**config.mk**
```make
export PLATFORM = sky130hd
export DESIGN_NAME = mult_div_unit
export DESIGN_NICKNAME = d
export VERILOG_FILES = /design/src/rtl/md_pkg.sv /design/src/rtl/mult_div_unit.sv
export SDC_FILE = /design/constraint.sdc
export NUM_CORES = 1
export LEC_CHECK = 0
export ABC_AREA = 1
export CORE_ASPECT_RATIO = 1.75
export CORE_UTILIZATION = 52
export CTS_BUF_LIST = sky130_fd_sc_hd__clkbuf_8
export CTS_CLUSTER_DIAMETER = 200
export CTS_CLUSTER_SIZE = 40
export DETAILED_ROUTE_END_ITERATION = 6
export PLACE_DENSITY_LB_ADDON = 0.2
export SKIP_CTS_REPAIR_TIMING = 1
export SYNTH_ARGS = -nofsm -noshare
export SYNTH_HDL_FRONTEND = slang
export SYNTH_SLANG_ARGS = --single-unit
export TNS_END_PERCENT = 50
```
**constraint.sdc**
```tcl
create_clock -name clk -period 6.1 [get_ports clk]
set_input_delay 1.22 -clock clk [delete_from_list [all_inputs] [get_ports clk]]
set_output_delay 1.22 -clock clk [all_outputs]
set_load 0.01 [all_outputs]
```
**src/rtl/md_pkg.sv**
```systemverilog
// Op codes and FSM states shared by the multicycle multiply/divide unit
// and anything that decodes MULT/DIV/MTHI/MTLO instructions for it.
package md_pkg;

  localparam logic [2:0] MD_MULT  = 3'b000;
  localparam logic [2:0] MD_MULTU = 3'b001;
  localparam logic [2:0] MD_DIV   = 3'b010;
  localparam logic [2:0] MD_DIVU  = 3'b011;
  localparam logic [2:0] MD_MTHI  = 3'b100;
  localparam logic [2:0] MD_MTLO  = 3'b101;

  typedef enum logic [1:0] {
    S_IDLE = 2'd0,
    S_CALC = 2'd1,
    S_FIX  = 2'd2
  } md_state_e;

endpackage

```
**src/rtl/mult_div_unit.sv**
```systemverilog
// Iterative multiply/divide unit with HI/LO registers: one shift-add or
// restoring shift-subtract step per cycle, sign handled as magnitudes plus flags.
module mult_div_unit
  import md_pkg::*;
#(
  parameter int WIDTH = 32,
  parameter int CNT_W = $clog2(WIDTH + 1)
) (
  input  logic             clk,
  input  logic             rst,
  input  logic             start,
  input  logic [2:0]       op,
  input  logic [WIDTH-1:0] arg1,
  input  logic [WIDTH-1:0] arg2,
  output logic             busy,
  output logic             done,
  output logic [WIDTH-1:0] hi,
  output logic [WIDTH-1:0] lo
);

  localparam int DW = 2 * WIDTH;

  md_state_e        state_q, state_d;
  logic [CNT_W-1:0] cnt_q, cnt_d;
  logic [DW-1:0]    acc_q, acc_d;
  logic [WIDTH-1:0] opb_q, opb_d;
  logic             isDiv_q, isDiv_d;
  logic             negRes_q, negRes_d;
  logic             negRem_q, negRem_d;
  logic             divZero_q, divZero_d;
  logic [WIDTH-1:0] hi_q, hi_d;
  logic [WIDTH-1:0] lo_q, lo_d;
  logic             done_q, done_d;

  // Two's-complement negate when neg is set; used for operand abs and result fix-up.
  function automatic logic [WIDTH-1:0] applySign(input logic [WIDTH-1:0] v, input logic neg);
    return neg ? (~v + WIDTH'(1)) : v;
  endfunction

  logic             signedOp, arg1Neg, arg2Neg;
  logic [WIDTH-1:0] arg1Mag, arg2Mag;
  logic [WIDTH-1:0] accHi, accLo;
  logic [WIDTH-1:0] mulAddend;
  logic [WIDTH:0]   mulSum;
  logic [WIDTH:0]   divTrial;
  logic [WIDTH-1:0] divDiff, divRem;
  logic             divTake;
  logic [DW-1:0]    accMul, accDiv;
  logic [WIDTH-1:0] resLo, resHiMul, resHiDiv;

  assign signedOp = (op == MD_MULT) || (op == MD_DIV);
  assign arg1Neg  = signedOp & arg1[WIDTH-1];
  assign arg2Neg  = signedOp & arg2[WIDTH-1];
  assign arg1Mag  = applySign(arg1, arg1Neg);
  assign arg2Mag  = applySign(arg2, arg2Neg);

  assign accHi = acc_q[DW-1:WIDTH];
  assign accLo = acc_q[WIDTH-1:0];

  assign mulAddend = accLo[0] ? opb_q : '0;
  assign mulSum    = {1'b0, accHi} + {1'b0, mulAddend};
  assign accMul    = {mulSum, accLo[WIDTH-1:1]};

  // The trial remainder is below 2*divisor, so a WIDTH-bit difference is exact.
  assign divTrial = {accHi, accLo[WIDTH-1]};
  assign divTake  = divTrial >= {1'b0, opb_q};
  assign divDiff  = divTrial[WIDTH-1:0] - opb_q;
  assign divRem   = divTake ? divDiff : divTrial[WIDTH-1:0];
  assign accDiv   = {divRem, accLo[WIDTH-2:0], divTake};

  // Negating {H,L}: low half negates alone, high half borrows only when L is nonzero.
  assign resLo    = applySign(accLo, negRes_q);
  assign resHiMul = applySign(accHi, negRes_q) - WIDTH'(negRes_q && (accLo != '0));
  assign resHiDiv = applySign(accHi, negRem_q);

  always_comb begin
    state_d   = state_q;
    cnt_d     = cnt_q;
    acc_d     = acc_q;
    opb_d     = opb_q;
    isDiv_d   = isDiv_q;
    negRes_d  = negRes_q;
    negRem_d  = negRem_q;
    divZero_d = divZero_q;
    hi_d      = hi_q;
    lo_d      = lo_q;
    done_d    = 1'b0;
    case (state_q)
      S_IDLE: begin
        if (start) begin
          case (op)
            MD_MULT, MD_MULTU, MD_DIV, MD_DIVU: begin
              isDiv_d   = op[1];
              acc_d     = {{WIDTH{1'b0}}, (op[1] ? arg1Mag : arg2Mag)};
              opb_d     = op[1] ? arg2Mag : arg1Mag;
              negRes_d  = arg1Neg ^ arg2Neg;
              negRem_d  = arg1Neg;
              divZero_d = (arg2 == '0);
              cnt_d     = CNT_W'(WIDTH);
              state_d   = S_CALC;
            end
            MD_MTHI: begin
              hi_d   = arg1;
              done_d = 1'b1;
            end
            MD_MTLO: begin
              lo_d   = arg1;
              done_d = 1'b1;
            end
            default: ;
          endcase
        end
      end
      S_CALC: begin
        acc_d = isDiv_q ? accDiv : accMul;
        cnt_d = cnt_q - CNT_W'(1);
        if (cnt_q == CNT_W'(1)) begin
          state_d = S_FIX;
        end
      end
      S_FIX: begin
        // Division by zero keeps the natural remainder (the dividend) but forces quotient to all ones.
        hi_d    = isDiv_q ? resHiDiv : resHiMul;
        lo_d    = (isDiv_q && divZero_q) ? '1 : resLo;
        done_d  = 1'b1;
        state_d = S_IDLE;
      end
      default: state_d = S_IDLE;
    endcase
  end

  always_ff @(posedge clk) begin
    if (rst) begin
      state_q   <= S_IDLE;
      cnt_q     <= '0;
      acc_q     <= '0;
      opb_q     <= '0;
      isDiv_q   <= 1'b0;
      negRes_q  <= 1'b0;
      negRem_q  <= 1'b0;
      divZero_q <= 1'b0;
      hi_q      <= '0;
      lo_q      <= '0;
      done_q    <= 1'b0;
    end else begin
      state_q   <= state_d;
      cnt_q     <= cnt_d;
      acc_q     <= acc_d;
      opb_q     <= opb_d;
      isDiv_q   <= isDiv_d;
      negRes_q  <= negRes_d;
      negRem_q  <= negRem_d;
      divZero_q <= divZero_d;
      hi_q      <= hi_d;
      lo_q      <= lo_d;
      done_q    <= done_d;
    end
  end

  assign busy = (state_q != S_IDLE);
  assign done = done_q;
  assign hi   = hi_q;
  assign lo   = lo_q;

endmodule

```
==> impl_metrics.ini <==
[run_status]
status = finished, violations left
violations = DRC

[global_routing]
track_usage = 0.484
first_global_vias = 21891
grt_max_degree = 85
grt-ovfl-total = 0
grt_pass1_wl_um = 128000
grt_antenna_before_repair = 1

[synth]
synthTopCellsByArea = dfxtp_1, nand2_1, o21ai_0
synth_area_per_cell_um2 = 5.74
ys.flop_type = dfxtp_1
synth_area_mm2 = 0.0181
synth_top_area_frac = 0.192
async_flop_share = 0
yosysTopAreaCell = dfxtp_1
synth.yosys.seq_area_share = 0.192
synth.net_count = 3290
synth_cell_types = 54
ys_ff_latch = 173
synth_edf_count = 0
syn_inst = 3146
yosys_warnings = 0

[pwr]
p_sw_mw = 1.65
peakVddDrop_uv = 174
p_comb_frac = 0.400
power.share.switching = 0.460
leakagePower_nw = 9.46
internal-power_mw = 1.94
pwr-share-clk = 0.241
p_per_area_mw_per_mm2 = 179
pwr-share-seq = 0.359

[route]
routed-wl-met3_um = 7830
wirelength_met1_um = 28000
drt-initial-drc-count = 3036
highest_layer = met4
vias = 22950
met2_wirelength_um = 38800
first_pass_iters = 7
wl_per_cell_um = 23.2
routed_via_density = 6.28
drc_errors = 12
routed_wirelength_um = 84700
ant_nets = 0

[sta]
worst_pin_slew_ns = 1.24
fin_tns_setup_ns = 0
finalCritPeriodShare = 0.691
min_period_ns = 4.22
finalWorstSetupSlack_ns = 1.88
rsz0062_at_grt = false
slew_headroom = 0.170
fmax_mhz = 237
maxSlewViolCount = 0
fin_skew_ns = 0.0177
hold_viol_final = 0
finalSetupViolCount = 0

[min_path]
hold_path.class = reg2reg

[floorplanning]
rows = 89
start_util = 0.531
fp.dieH_um = 248
design.portCount = 136
chipWidth_um = 143
core_area_mm2 = 0.0340
die-area_mm2 = 0.0355

[placed_design]
gp_congestion = 1.06
preCtsSetupSlack_ns = 1.66
dpl.hpwl_um = 64300
port_buffers = 135

[clock_network]
path_clk_slew_ns = 0.11
clock-sinks = 173
cts_root_buffer = clkbuf_8
cts_buffer_depth = 2
cts-buffers-inserted = 17
htree_num_levels = 4
cts_tree = yes
clk_latency_ns = 0.54

[critical_path]
critPathLaunchType = flop
crit_fanout = 6
critPathKind = reg2reg
endpoint_kind = flop
worstPathArrival_ns = 4.68
worstPathRequired_ns = 6.56

[layout]
areaGrowthSynthToFinish_pct = 10.8
nets = 3328
drive_gt1_frac = 0.0538

[run]
drv_cap = 0
[sequential cells by signal, summed over array words and instances (netlist names), 2 cells and up]
register and count:
lo 32, state_q 2, cnt_q 6, acc_q 64
opb_q 32, hi 32
[cell usage after synthesis (all sizes together), types with 10 or more instances]
master    n
clkbuf   99
nand2   807
dfxtp   173
xnor2    16
a21oi   258
ha       72
nand4    47
inv     397
or2      19
nor2    337
buf      41
nor3     53
nand3   205
o211ai   51
nor4     10
o21bai   15
xor2     67
o221ai   10
o21ai   341
a31oi    61
[final timing paths]
path / endpoint / cells past startpoint / from / slack, ns
setup reg to reg: hi[22]$_SDFFE_PP0P_ / 26 / acc_q[1]$_SDFFE_PP0P_ / 1.88
hold reg to reg: cnt_q[1]$_SDFFE_PP0P_ / 2 / cnt_q[1]$_SDFFE_PP0P_ / 0.49
hold / removal: cnt_q[1]$_SDFFE_PP0P_ / 2 / cnt_q[1]$_SDFFE_PP0P_ / 0.49
setup / recovery: hi[22]$_SDFFE_PP0P_ / 26 / acc_q[1]$_SDFFE_PP0P_ / 1.88
[critical path: stages (launching register included)]
cell and delay (ns):
dfxtp_1 0.33, inv_1 0.15, ha_1 0.21, inv_1 0.07, nor3_2 0.16, nand3_1 0.17
nor3_2 0.24, nand3_1 0.21, o21ai_0 0.41, o21ai_0 0.24, inv_1 0.14, nand2_1 0.13
ha_1 0.25, ha_1 0.19, inv_1 0.08, nor2_2 0.07, nand3_2 0.13, nor2_2 0.06
nand3_2 0.11, inv_2 0.04, nand2_1 0.10, nor2_4 0.06, nand2_1 0.06, nand2_1 0.05
o21ai_1 0.26, nand2_1 0.08, a21oi_1 0.14
[cells by family after synthesis]
logic type | synth area share
xor gates and xnor gates | 0.0403
DFF | 0.192
adders and majority gates | 0.0521
AOI/OAI and AO/OA | 0.242
and+or+nand+nor | 0.358
buffers and inverters | 0.116
[power groups by stage]
stage	logic (mW)	clock network, mW	registers [mW]
floorplan	0.904	0	1.27
global placement	1.34	0	1.30
detailed placement	1.35	0	1.30
CTS	1.36	0.856	1.28
global route	1.54	0.905	1.29
finish	1.43	0.865	1.29
[final cells by class]
type	instances	area, um2
fillers	3453	14000
multi-input cells	2431	12500
flip-flops and latches	173	3470
repair buffers	159	1530
inverters	402	1510
well taps	455	569
clock buffers	17	234
clock inverters	15	173
diodes	1	2.50
[metal layers]
metal  GRT usage  up-vias
met3       0.137      514
met4       0.494        0
met1       0.494    10480
met5     0.00284        -
li1            -    10491
met2       0.768     1465
[metrics by stage]
step	std cells	power, mW	hold WS (ns)	area, um2	util
3_3_place_gp	3620	2.64	0.466	19600	0.577
4_1_cts	3652	3.50	0.492	20000	0.589
6_report	3653	3.58	0.492	20000	0.589
3_5_place_dp	3620	2.66	0.476	19600	0.577
2_1_floorplan	3146	2.17	0.450	18100	-
5_1_grt	3653	3.74	0.509	20000	0.589
[cells in the final DEF (no fill, tap or decap), drive strengths merged, types with 16 or more instances in the layout]
cell	netlist	final
nor3	53	53
nand2	807	807
or2	19	19
nand3	205	205
a21oi	258	258
dfxtp	173	173
nor2	337	337
ha	72	72
clkbuf	99	17
buf	41	25
inv	397	406
o211ai	51	51
xor2	67	67
a31oi	61	61
xnor2	16	16
nand4	47	47
clkdlybuf4s50	0	134
o21ai	341	341
No activity file was read; power rests on OpenSTA's default activity.
